### src/rtl/fifo_wr_ctrl_pkg.sv
// fifo_wr_ctrl_pkg: shared async FIFO pointer-width and threshold defaults
package fifo_wr_ctrl_pkg;
  localparam int P_SIZE_DEF = 3;
  localparam int AF_LEVEL_DEF = 2;
endpackage

### src/rtl/fifo_wr_ctrl_if.sv
// fifo_wr_ctrl_if: write-side request, memory and status signals of the async FIFO
import fifo_wr_ctrl_pkg::*;
interface fifo_wr_ctrl_if #(parameter int P_SIZE = P_SIZE_DEF) ();
  logic              w_inc;
  logic [P_SIZE:0]   rd_ptr_sync;
  logic              clr_ovf;
  logic              w_clken;
  logic [P_SIZE-1:0] w_addr;
  logic [P_SIZE:0]   wr_ptr;
  logic              full;
  logic              almost_full;
  logic [P_SIZE:0]   free;
  logic              overflow;
  modport master (output w_inc, rd_ptr_sync, clr_ovf,
                  input w_clken, w_addr, wr_ptr, full, almost_full, free, overflow);
  modport slave (input w_inc, rd_ptr_sync, clr_ovf,
                 output w_clken, w_addr, wr_ptr, full, almost_full, free, overflow);
endinterface

### src/rtl/fifo_wr_ctrl_gray2bin.sv
// gray2bin: combinational Gray-to-binary decoder, each bit is the xor of all higher Gray bits
module gray2bin #(parameter int W = 4) (
  input  logic [W-1:0] gray,
  output logic [W-1:0] bin
);
  for (genvar i = 0; i < W; i++) begin : g_bit
    assign bin[i] = ^gray[W-1:i];
  end
endmodule

### src/rtl/fifo_wr_ctrl.sv
// fifo_wr_ctrl: async FIFO write-side pointer, full/almost-full/free and sticky overflow
import fifo_wr_ctrl_pkg::*;
module fifo_wr_ctrl #(
  parameter int P_SIZE = P_SIZE_DEF,
  parameter int AF_LEVEL = AF_LEVEL_DEF
) (
  input logic clk,
  input logic rst,
  fifo_wr_ctrl_if.slave bus
);
  localparam logic [P_SIZE:0] DEPTH = (P_SIZE+1)'(1) << P_SIZE;
  localparam logic [P_SIZE:0] AF = (P_SIZE+1)'(AF_LEVEL);
  logic [P_SIZE:0] wbin, wbin_nx, wr_ptr, rbin, used;
  logic            overflow, full, accept;
  gray2bin #(.W(P_SIZE+1)) u_g2b (.gray(bus.rd_ptr_sync), .bin(rbin));
  assign wbin_nx = wbin + 1'b1;
  // Full when the write pointer is exactly one lap ahead of the synchronized read pointer
  assign full = wr_ptr == {~bus.rd_ptr_sync[P_SIZE:P_SIZE-1], bus.rd_ptr_sync[P_SIZE-2:0]};
  assign accept = bus.w_inc & ~full;
  assign used = wbin - rbin;
  always_ff @(posedge clk) begin
    if (rst) begin
      wbin <= '0;
      wr_ptr <= '0;
      overflow <= 1'b0;
    end else begin
      wbin <= accept ? wbin_nx : wbin;
      wr_ptr <= accept ? wbin_nx ^ (wbin_nx >> 1) : wr_ptr;
      overflow <= (bus.w_inc & full) | (overflow & ~bus.clr_ovf);
    end
  end
  assign bus.w_clken = accept;
  assign bus.w_addr = wbin[P_SIZE-1:0];
  assign bus.wr_ptr = wr_ptr;
  assign bus.full = full;
  // A corrupt read pointer must never make the free count wrap to a large value
  assign bus.free = used > DEPTH ? '0 : DEPTH - used;
  assign bus.almost_full = bus.free <= AF;
  assign bus.overflow = overflow;
endmodule

### src/flat_wrapper.sv
// flat-port wrapper written by rule: the top's interface ports become plain ports
module fifo_wr_ctrl_flat 
#(
  parameter int P_SIZE = P_SIZE_DEF,
  parameter int AF_LEVEL = AF_LEVEL_DEF
)
  (clk, rst, bus_w_inc, bus_rd_ptr_sync, bus_clr_ovf, bus_w_clken, bus_w_addr, bus_wr_ptr, bus_full, bus_almost_full, bus_free, bus_overflow);
  fifo_wr_ctrl_if #(.P_SIZE(P_SIZE)) bus_i ();
  input logic clk;
  input logic rst;
  input wire logic [$bits(bus_i.w_inc)-1:0] bus_w_inc;
  input wire logic [$bits(bus_i.rd_ptr_sync)-1:0] bus_rd_ptr_sync;
  input wire logic [$bits(bus_i.clr_ovf)-1:0] bus_clr_ovf;
  output wire logic [$bits(bus_i.w_clken)-1:0] bus_w_clken;
  output wire logic [$bits(bus_i.w_addr)-1:0] bus_w_addr;
  output wire logic [$bits(bus_i.wr_ptr)-1:0] bus_wr_ptr;
  output wire logic [$bits(bus_i.full)-1:0] bus_full;
  output wire logic [$bits(bus_i.almost_full)-1:0] bus_almost_full;
  output wire logic [$bits(bus_i.free)-1:0] bus_free;
  output wire logic [$bits(bus_i.overflow)-1:0] bus_overflow;
  assign bus_i.w_inc = bus_w_inc;
  assign bus_i.rd_ptr_sync = bus_rd_ptr_sync;
  assign bus_i.clr_ovf = bus_clr_ovf;
  assign bus_w_clken = bus_i.w_clken;
  assign bus_w_addr = bus_i.w_addr;
  assign bus_wr_ptr = bus_i.wr_ptr;
  assign bus_full = bus_i.full;
  assign bus_almost_full = bus_i.almost_full;
  assign bus_free = bus_i.free;
  assign bus_overflow = bus_i.overflow;
  fifo_wr_ctrl #(.P_SIZE(P_SIZE), .AF_LEVEL(AF_LEVEL)) u_core (.clk(clk), .rst(rst), .bus(bus_i));
endmodule
### config.mk
export PLATFORM = sky130hd
export DESIGN_NAME = fifo_wr_ctrl_flat
export DESIGN_NICKNAME = d
export VERILOG_FILES = /design/src/rtl/fifo_wr_ctrl_pkg.sv /design/src/rtl/fifo_wr_ctrl_if.sv /design/src/rtl/fifo_wr_ctrl_gray2bin.sv /design/src/rtl/fifo_wr_ctrl.sv /design/src/flat_wrapper.sv
export SDC_FILE = /design/constraint.sdc
export NUM_CORES = 1
export LEC_CHECK = 0
export BUFFER_PORTS_ARGS = -buffer_cell sky130_fd_sc_hd__buf_2
export CORE_AREA = 4 4 53 55
export CTS_CLUSTER_SIZE = 25
export DETAILED_ROUTE_END_ITERATION = 10
export DIE_AREA = 0 0 57 59
export GPL_TIMING_DRIVEN = 0
export SKIP_LAST_GASP = 1
export SLEW_MARGIN = 10
export SYNTH_ARGS = -nofsm -noshare
export SYNTH_HDL_FRONTEND = slang
export SYNTH_SLANG_ARGS = --single-unit
### constraint.sdc
create_clock -name clk -period 2.6 [get_ports clk]
set_clock_uncertainty 0.05 [all_clocks]
set_input_delay 0.13 -clock clk [delete_from_list [all_inputs] [get_ports clk]]
set_output_delay 0.13 -clock clk [all_outputs]
set_load 0.05 [all_outputs]
==> flow_summary.json, run 1 <==
{
  "status": "finished clean",
  "port_buffers": 21,
  "synthFlopType": "dfxtp_1",
  "grt_pass1_wl_um": 3050,
  "period_share_pct": 97.9,
  "synth_edf_count": 0,
  "initial_core_util_pct": 28.4,
  "rsz0062_at_grt": "yes",
  "synthCells": 81,
  "final.min_clock_period_ns": 2.55,
  "cts_tree": "yes",
  "grt_max_degree": 11,
  "grt_util_all_layers_pct": 11.6,
  "ir_drop_mv": 0.468,
  "vias_per_cell": 4.82,
  "crit_path_end_kind": "output port",
  "finalHoldViolations": 0,
  "pre_cts_ws_ns": -0.484,
  "synthesis.area_um2": 678,
  "antenna_found_initial": 0,
  "path_max_fanout": 6,
  "yosys_warnings": 0,
  "diodes": 0,
  "vias": 699,
  "slew_headroom_pct": 67.9,
  "timing_worst_setup_path_type": "input pin to output port",
  "setup_ws_ns": 0.0547,
  "clock_path_buffers": 2,
  "totalPowerFinal_mw": 0.903,
  "dieArea_mm2": 0.00336,
  "clk_latency_ns": 0.25,
  "synthXorXnorAreaFrac_pct": 22.9,
  "ys_seq_area_share_pct": 23.6,
  "cts_root_buf": "clkbuf_4",
  "setup_viol": 0,
  "syn_avg_cell_area_um2": 8.37,
  "die_w_um": 57,
  "p_leak_nw": 0.501,
  "first_pass_iters": 4,
  "hpwl_um": 1330,
  "drcViolationCount": 0,
  "start_kind": "input pin",
  "drt_wl_total_um": 1840,
  "ys_seq_elements": 8,
  "cap_violations": 0,
  "drt_iter0_drc": 10,
  "synth_top_family_by_area": "XOR/XNOR gates",
  "die_y_um": 59,
  "worst_pin_slew_ns": 0.479,
  "synth_compound_area_share_pct": 17.0,
  "core-area_mm2": 0.00239,
  "hold_path.class": "input pin to flop",
  "syn-num-nets": 95,
  "gp_congestion": 0.758,
  "async_reset_ff_share_pct": 0,
  "htreeDepth": 1,
  "power.density_mw_per_mm2": 844,
  "finalMaxSlewViolations": 0,
  "arrival_ns": 2.37,
  "ios": 23,
  "rows": 18,
  "cp.required_ns": 2.42,
  "fin_nets": 131,
  "muxShareOfSynthArea_pct": 2.95,
  "grt_pass1_vias": 746,
  "syn_to_final_growth_pct": 57.7,
  "synth_fa_ha_area_share_pct": 12.2,
  "max_freq_ghz": 0.393,
  "cts_made_buffers": 3,
  "synth-simple-area-share_pct": 16.4,
  "route.antenna.remaining_nets": 0,
  "wire_per_inst_um": 12.7,
  "ys_types": 27,
  "postCtsHoldBufs": 0,
  "overflow": 0,
  "clock_sinks": 8,
  "drive_gt1_share_pct": 52.2,
  "clk_pin_slew_ns": 0.05
}
cells in the mapped netlist (2+ instances only):
| cell | instances | area [um2] |
|---|---|---|
| xnor2_1 | 7 | 61.3 |
| ha_1 | 5 | 62.6 |
| a21oi_1 | 9 | 45.0 |
| a21o_1 | 2 | 15.0 |
| xnor2_2 | 2 | 32.5 |
| xor2_1 | 7 | 61.3 |
| nor2b_1 | 2 | 12.5 |
| nor2_1 | 7 | 26.3 |
| nand2b_1 | 2 | 12.5 |
| mux2i_1 | 2 | 20.0 |
| o21ai_0 | 3 | 15.0 |
| or3_1 | 2 | 12.5 |
| nand2_1 | 6 | 22.5 |
| inv_1 | 5 | 18.8 |
| dfxtp_1 | 8 | 160 |
power breakdown:
group / switching [mW] / total, mW / leakage, nW / internal, mW
combinational: 0.393 / 0.667 / 0.422 / 0.274
clock: 0.0385 / 0.0911 / 0.0138 / 0.0526
sequential: 0.0123 / 0.144 / 0.0660 / 0.132
per-stage QoR:
step | setup TNS, ns | hold WS [ns] | std cells | util [%] | cell area (um2)
after CTS | 0 | 0.0860 | 143 | 42.7 | 1020
after detailed placement | -1.49 | 0.347 | 132 | 35.6 | 851
after global placement | -0.855 | 0.346 | 132 | 35.6 | 851
final | 0 | 0.0908 | 145 | 44.8 | 1070
after floorplan | -0.0155 | 0.219 | 81 | - | 708
after global routing | -0.0561 | 0.127 | 145 | 44.8 | 1070
per-layer routing:
metal  share of wire, %  global-route usage [%]
met2                 57                    23.0
met1                 37                    11.2
met3                4.2                    1.09
met4                1.0                    7.95
met5                  0                       0
critical path, stage by stage:
cell      delay (ns)
buf_8           0.11
xnor2_4         0.19
xor2_2          0.20
xnor2_1         0.14
ha_2            0.19
inv_2           0.04
fa_2            0.53
inv_2           0.05
ha_4            0.18
nand2b_4        0.15
a21o_1          0.18
o211a_2         0.14
buf_6           0.15
cell type report:
class                      instances  area [um2]
multi-input combinational         65         608
tap                               30        37.5
timing repair buffer              31         205
buffer                             2        11.3
inverter                           6        22.5
sequential                         8         163
clock buffer                       3        22.5
fill                             257        1320
logic make-up (layout without fill, tap and decap cells):
kind of cell	count (synthesis)	count (layout)
AND/OR/NAND/NOR	23	23
AO/OA/AOI/OAI	18	18
XOR/XNOR	16	16
flip-flops	8	8
buffers and inverters	8	42
adder cells (fa/ha/maj)	6	6
multiplexers	2	2
flip-flops by register name (all words and copies together), names as in the netlist:
register             cells
u_core.bus.wr_ptr        4
u_core.wbin              3
u_core.bus.overflow      1
cell usage in the layout, fill, tap and decap left out, types with 2 or more instances in the layout:
| cell type | synthesis | final |
|---|---|---|
| ha_1 | 5 | 2 |
| clkbuf_4 | 0 | 4 |
| a21oi_1 | 9 | 6 |
| o21ai_0 | 3 | 2 |
| a21oi_2 | 0 | 2 |
| xnor2_2 | 2 | 2 |
| xnor2_1 | 7 | 5 |
| buf_6 | 0 | 2 |
| xnor2_4 | 0 | 2 |
| nor2_1 | 7 | 7 |
| inv_2 | 1 | 3 |
| nand2_1 | 6 | 5 |
| xor2_2 | 0 | 2 |
| dfxtp_1 | 8 | 6 |
| dfxtp_2 | 0 | 2 |
| mux2i_1 | 2 | 2 |
| a21o_1 | 2 | 2 |
| ha_2 | 0 | 2 |
| or3_1 | 2 | 2 |
| xor2_1 | 7 | 5 |
| buf_4 | 1 | 11 |
| inv_1 | 5 | 3 |
| buf_2 | 0 | 17 |
final timing paths:
check,start,endpoint,slack (ns),cells past startpoint
max,bus_rd_ptr_sync[3],bus_almost_full,0.05,13
min,bus_w_inc,u_core.bus.overflow,0.09,3
max reg2reg,u_core.bus.wr_ptr[2],u_core.bus.wr_ptr[2],1.04,6
min reg2reg,u_core.wbin[2],u_core.wbin[2],0.48,2
repair_timing:
action | in CTS | in global routing
pin swaps | 7 | 6
buffers inserted | 8 | 2
endpoints found under the setup margin | 5 | 5
gates resized for setup | 18 | 11
Note: power is estimated with default switching activity, not from simulation.
==> run 2: changes to the inputs <==
--- a/config.mk
+++ b/config.mk
@@ -6,11 +6,13 @@
 export NUM_CORES = 1
 export LEC_CHECK = 0
 export BUFFER_PORTS_ARGS = -buffer_cell sky130_fd_sc_hd__buf_2
-export CORE_AREA = 4 4 53 55
+export CORE_AREA = 4 4 42 44
+export CTS_BUF_LIST = sky130_fd_sc_hd__clkbuf_4 sky130_fd_sc_hd__clkbuf_8
 export CTS_CLUSTER_SIZE = 25
 export DETAILED_ROUTE_END_ITERATION = 10
-export DIE_AREA = 0 0 57 59
+export DIE_AREA = 0 0 46 48
 export GPL_TIMING_DRIVEN = 0
+export PLACE_DENSITY = 0.77
 export SKIP_LAST_GASP = 1
 export SLEW_MARGIN = 10
 export SYNTH_ARGS = -nofsm -noshare
==> flow_summary.json, run 2 (same netlist as run 1, synthesis figures left out) <==
{
  "die_w_um": 46,
  "diodes": 0,
  "worst_pin_slew_ns": 0.406,
  "hold_path.class": "input pin to flop",
  "dieArea_mm2": 0.00221,
  "ios": 23,
  "wire_per_inst_um": 13.7,
  "status": "finished clean",
  "crit_path_end_kind": "output port",
  "dp_cells": 118,
  "finalSetupTns_ns": 0,
  "dr_wl_met3_um": 65,
  "period_share_pct": 98.2,
  "power.density_mw_per_mm2": 846,
  "setup_viol": 0,
  "postCtsHoldBufs": 0,
  "vias_per_cell": 5.30,
  "final.min_clock_period_ns": 2.55,
  "setup_ws_ns": 0.0461,
  "cts_root_buf": "clkbuf_4",
  "gp_congestion": 0.696,
  "arrival_ns": 2.37,
  "final_cell_mix": "buf_2 (18), buf_4 (11), nor2_1 (7), dfxtp_1 (7), a21oi_1 (6)",
  "max_freq_ghz": 0.392,
  "final_area_mm2": 0.00106,
  "path_max_fanout": 8,
  "clock_path_buffers": 2,
  "drcViolationCount": 0,
  "route.met2.wl_um": 1010,
  "clock_sinks": 8,
  "largest_reg_flops": 4,
  "htreeDepth": 1,
  "first_pass_iters": 4,
  "die_y_um": 48,
  "pre_cts_ws_ns": -0.403,
  "met1_length_um": 661,
  "reg.largest.list": "u_core.bus.wr_ptr: 4 flops, u_core.wbin: 3 flops, u_core.bus.overflow: 1 flops",
  "grt_pass1_vias": 643,
  "grt_max_degree": 11,
  "ir_drop_mv": 0.527,
  "antenna_found_initial": 0,
  "highest_layer": "met4",
  "core-area_mm2": 0.00144,
  "finalMaxSlewViolations": 0,
  "regMostFlops": "u_core.bus.wr_ptr",
  "syn_to_final_growth_pct": 56.6,
  "initial_core_util_pct": 47.2,
  "final_util_pct": 74.0,
  "drive_gt1_share_pct": 53.0,
  "overflow": 0,
  "totalPowerFinal_mw": 0.899,
  "timing.hold.ws_ns": 0.0979,
  "slew_headroom_pct": 72.8,
  "fin_nets": 131,
  "cp.required_ns": 2.42,
  "start_kind": "flop",
  "rsz0062_at_grt": "yes",
  "cap_violations": 0,
  "cts_tree": "yes",
  "drt_iter0_drc": 3,
  "finalHoldViolations": 0,
  "route.antenna.remaining_nets": 0,
  "instances_no_fill": 131,
  "p_leak_nw": 0.499,
  "rows": 14,
  "grt_pass1_wl_um": 2490,
  "placed_area_um2": 833,
  "port_buffers": 21,
  "final_common_cell": "buf_2",
  "hpwl_um": 1250,
  "clk_pin_slew_ns": 0.05,
  "clk_latency_ns": 0.25,
  "timing_worst_setup_path_type": "flop to output port",
  "drt_wl_total_um": 1800,
  "cts_made_buffers": 3,
  "grt_util_all_layers_pct": 15.9,
  "vias": 694
}
-- run 2: cell type report --
type	count	area, um2
plain buffers	2	11.3
clock buffers	3	22.5
fillers	118	374
inverters	6	22.5
multi-input cells	65	618
flip-flops and latches	8	161
well taps	16	20.0
repair buffers	31	206
-- run 2: what timing repair did --
item,4_1_cts,5_1_grt
buffers inserted,7,3
resized for setup,10,20
pin swaps,5,7
endpoints found under the setup margin,5,5
-- run 2: final timing paths --
kind | endpoint | slack (ns) | startpoint | cells past startpoint
worst max-delay path | bus_almost_full | 0.05 | u_core.wbin[2] | 7
worst min-delay path | u_core.bus.overflow | 0.1 | bus_w_inc | 3
worst max register to register | u_core.wbin[2] | 0.98 | u_core.bus.wr_ptr[3] | 5
worst min register to register | u_core.bus.wr_ptr[0] | 0.51 | u_core.bus.wr_ptr[0] | 2
-- run 2: report_power, final --
part / switching, mW / internal (mW)
Combinational: 0.389 / 0.271
Sequential: 0.0125 / 0.132
Clock: 0.0412 / 0.0527
Total: 0.443 / 0.456
-- run 2: critical path, stage by stage, from the launching register on --
cell	delay, ns
dfxtp_1	0.46
ha_2	0.39
a21o_1	0.23
a31oi_4	0.22
xnor2_4	0.20
mux2i_1	0.26
o211a_2	0.22
buf_8	0.14
-- run 2: metal layers --
layer	GRT usage, %	vias up
met5	0	-
li1	-	344
met4	9.66	0
met2	29.7	22
met1	16.3	322
met3	2.63	6
==> run 3: changes to the inputs <==
--- a/config.mk
+++ b/config.mk
@@ -6,13 +6,16 @@
 export NUM_CORES = 1
 export LEC_CHECK = 0
 export BUFFER_PORTS_ARGS = -buffer_cell sky130_fd_sc_hd__buf_2
-export CORE_AREA = 4 4 42 44
+export CELL_PAD_IN_SITES_DETAIL_PLACEMENT = 1
+export CELL_PAD_IN_SITES_GLOBAL_PLACEMENT = 2
+export CORE_AREA = 4 4 55 57
 export CTS_BUF_LIST = sky130_fd_sc_hd__clkbuf_4 sky130_fd_sc_hd__clkbuf_8
 export CTS_CLUSTER_SIZE = 25
 export DETAILED_ROUTE_END_ITERATION = 10
-export DIE_AREA = 0 0 46 48
+export DIE_AREA = 0 0 59 61
 export GPL_TIMING_DRIVEN = 0
-export PLACE_DENSITY = 0.77
+export PLACE_DENSITY_LB_ADDON = 0.1
+export RECOVER_POWER = 100
 export SKIP_LAST_GASP = 1
 export SLEW_MARGIN = 10
 export SYNTH_ARGS = -nofsm -noshare
==> flow_summary.json, run 3 (same netlist as run 1, synthesis figures left out) <==
{
  "vias_per_cell": 4.71,
  "fin_nets": 132,
  "clk_latency_ns": 0.26,
  "first_pass_iters": 4,
  "cap_violations": 0,
  "vias": 687,
  "gp_congestion": 0.639,
  "route.antenna.remaining_nets": 0,
  "timing_worst_setup_path_type": "input pin to output port",
  "clkPwrFrac_pct": 10.9,
  "ios": 23,
  "diodes": 0,
  "cp.required_ns": 2.42,
  "dp_cells": 132,
  "power.density_mw_per_mm2": 853,
  "cts_made_buffers": 3,
  "netSwitchingPower_mw": 0.454,
  "status": "finished clean",
  "antenna_found_initial": 0,
  "drt_iter0_drc": 8,
  "core-area_mm2": 0.00248,
  "placed_area_um2": 851,
  "min_to": "u_core.bus.overflow",
  "grt_pass1_wl_um": 3420,
  "hold_path.class": "input pin to flop",
  "pwr-share-comb_pct": 73.4,
  "hpwl_um": 1480,
  "dieArea_mm2": 0.00360,
  "finalMaxSlewViolations": 0,
  "port_buffers": 21,
  "critPathBufInv": 4,
  "final_common_cell": "buf_2",
  "min-delay-start": "bus_w_inc",
  "crit_path_end_kind": "output port",
  "slowest_delay_ns": 0.54,
  "rows": 18,
  "r2r_end": "u_core.wbin[2]",
  "reg2reg_depth": 5,
  "final.min_clock_period_ns": 2.56,
  "period_share_pct": 98.5,
  "htreeDepth": 1,
  "max_freq_ghz": 0.391,
  "clock_sinks": 8,
  "instances_no_fill": 146,
  "min_path_cells": 3,
  "fill_cells": 308,
  "pwr-share-seq_pct": 15.7,
  "grt_util_all_layers_pct": 12.7,
  "worst_pin_slew_ns": 0.598,
  "r2r_slack_ns": 0.99,
  "drcViolationCount": 0,
  "cts_root_buf": "clkbuf_4",
  "setup_viol": 0,
  "final_area_mm2": 0.00108,
  "grt_pass1_vias": 723,
  "ir_drop_mv": 0.587,
  "critical_path.top_delay_family": "adder cells",
  "regMostFlops": "u_core.bus.wr_ptr",
  "start_kind": "input pin",
  "p_leak_nw": 0.498,
  "arrival_ns": 2.38,
  "cp_slowest_cell": "fa_2",
  "p_sw_share_pct": 49.2,
  "cts_tree": "yes",
  "drt_wl_total_um": 2080,
  "path_cells": "buf_8 -> xnor2_4 -> xor2_2 -> xnor2_1 -> ha_2 -> inv_2 -> fa_2 -> inv_2 -> ha_4 -> nand2b_4 -> a21o_1 -> o211a_2 -> buf_8",
  "postCtsHoldBufs": 0,
  "wire_per_inst_um": 14.2,
  "die_y_um": 61,
  "clk_pin_slew_ns": 0.06,
  "grt_max_degree": 11,
  "die_w_um": 59,
  "reg.largest.list": "u_core.bus.wr_ptr: 4 flops, u_core.wbin: 3 flops, u_core.bus.overflow: 1 flops",
  "largest_reg_flops": 4,
  "register_area_um2": 163,
  "path_max_fanout": 6,
  "slew_headroom_pct": 60.3,
  "final_cell_mix": "buf_2 (16), buf_4 (12), nor2_1 (7)",
  "initial_core_util_pct": 27.4,
  "overflow": 0,
  "clock_path_buffers": 2,
  "multi_input_area_um2": 609,
  "drive_gt1_share_pct": 53.4,
  "syn_to_final_growth_pct": 59.4,
  "internal-power_mw": 0.468,
  "rsz0062_at_grt": "yes",
  "finalHoldViolations": 0,
  "r2r-start": "u_core.bus.wr_ptr[3]"
}
## run 3: worst max path at each step
stage                  startpoint         endpoint  slack (ns)  cells past startpoint
5_1_grt        bus_rd_ptr_sync[3]  bus_almost_full        -0.1                     14
6_report       bus_rd_ptr_sync[3]  bus_almost_full        0.04                     13
4_1_cts        bus_rd_ptr_sync[3]  bus_almost_full       0.005                     14
3_3_place_gp   bus_rd_ptr_sync[3]  bus_almost_full       -0.43                     14
3_5_place_dp   bus_rd_ptr_sync[3]  bus_almost_full       -0.47                     14
2_1_floorplan  bus_rd_ptr_sync[3]      bus_free[2]       -0.02                     10
## run 3: worst reg2reg max path: cells and delay by family (launching register included)
| kind | cells | cell delay, ns |
|---|---|---|
| DFF | 1 | 0.37 |
| xor gates and xnor gates | 1 | 0.33 |
| and+or+nand+nor | 1 | 0.31 |
| AOI/OAI and AO/OA | 2 | 0.28 |
| buffers and inverters | 1 | 0.19 |
## run 3: repair_timing
item / 4_1_cts / 5_1_grt
setup endpoints to repair: 5 / 5
buffers inserted: 5 / 6
resized for setup: 23 / 6
pin swaps: 7 / 7
## run 3: stage by stage
step / TNS (ns) / power, mW / worst slack, ns / utilization, % / hold WS (ns)
after floorplan: -0.0155 / 0.549 / -0.0155 / - / 0.219
after global placement: -1.23 / 0.636 / -0.432 / 34.3 / 0.352
after detailed placement: -1.39 / 0.641 / -0.473 / 34.3 / 0.362
after CTS: 0 / 0.876 / 0.00451 / 41.1 / 0.0998
after global routing: -0.178 / 0.984 / -0.0987 / 43.6 / 0.152
final: 0 / 0.922 / 0.0394 / 43.6 / 0.0910
## run 3: cell type report
class / count / area share [%]
Inverter: 6 / 2.08
Timing Repair Buffer: 32 / 19.9
Buffer: 2 / 1.04
Multi-Input combinational cell: 65 / 56.4
Sequential cell: 8 / 15.0
Tap cell: 30 / 3.47
Clock buffer: 3 / 2.08
## run 3: routing by layer
layer / global-route usage (%) / part of all wire, % / up-vias
met5: 0 / 0 / -
met4: 3.88 / 0.67 / 0
met2: 20.8 / 48 / 14
li1: - / - / 342
met1: 16.8 / 47 / 329
met3: 2.34 / 3.9 / 2
## run 3: power by group through the flow
| stage | clock network [mW] | registers (mW) | logic [mW] |
|---|---|---|---|
| 2_1_floorplan | 0 | 0.174 | 0.375 |
| 3_3_place_gp | 0 | 0.147 | 0.489 |
| 3_5_place_dp | 0 | 0.148 | 0.494 |
| 4_1_cts | 0.101 | 0.145 | 0.630 |
| 5_1_grt | 0.109 | 0.147 | 0.728 |
| 6_report | 0.100 | 0.145 | 0.677 |
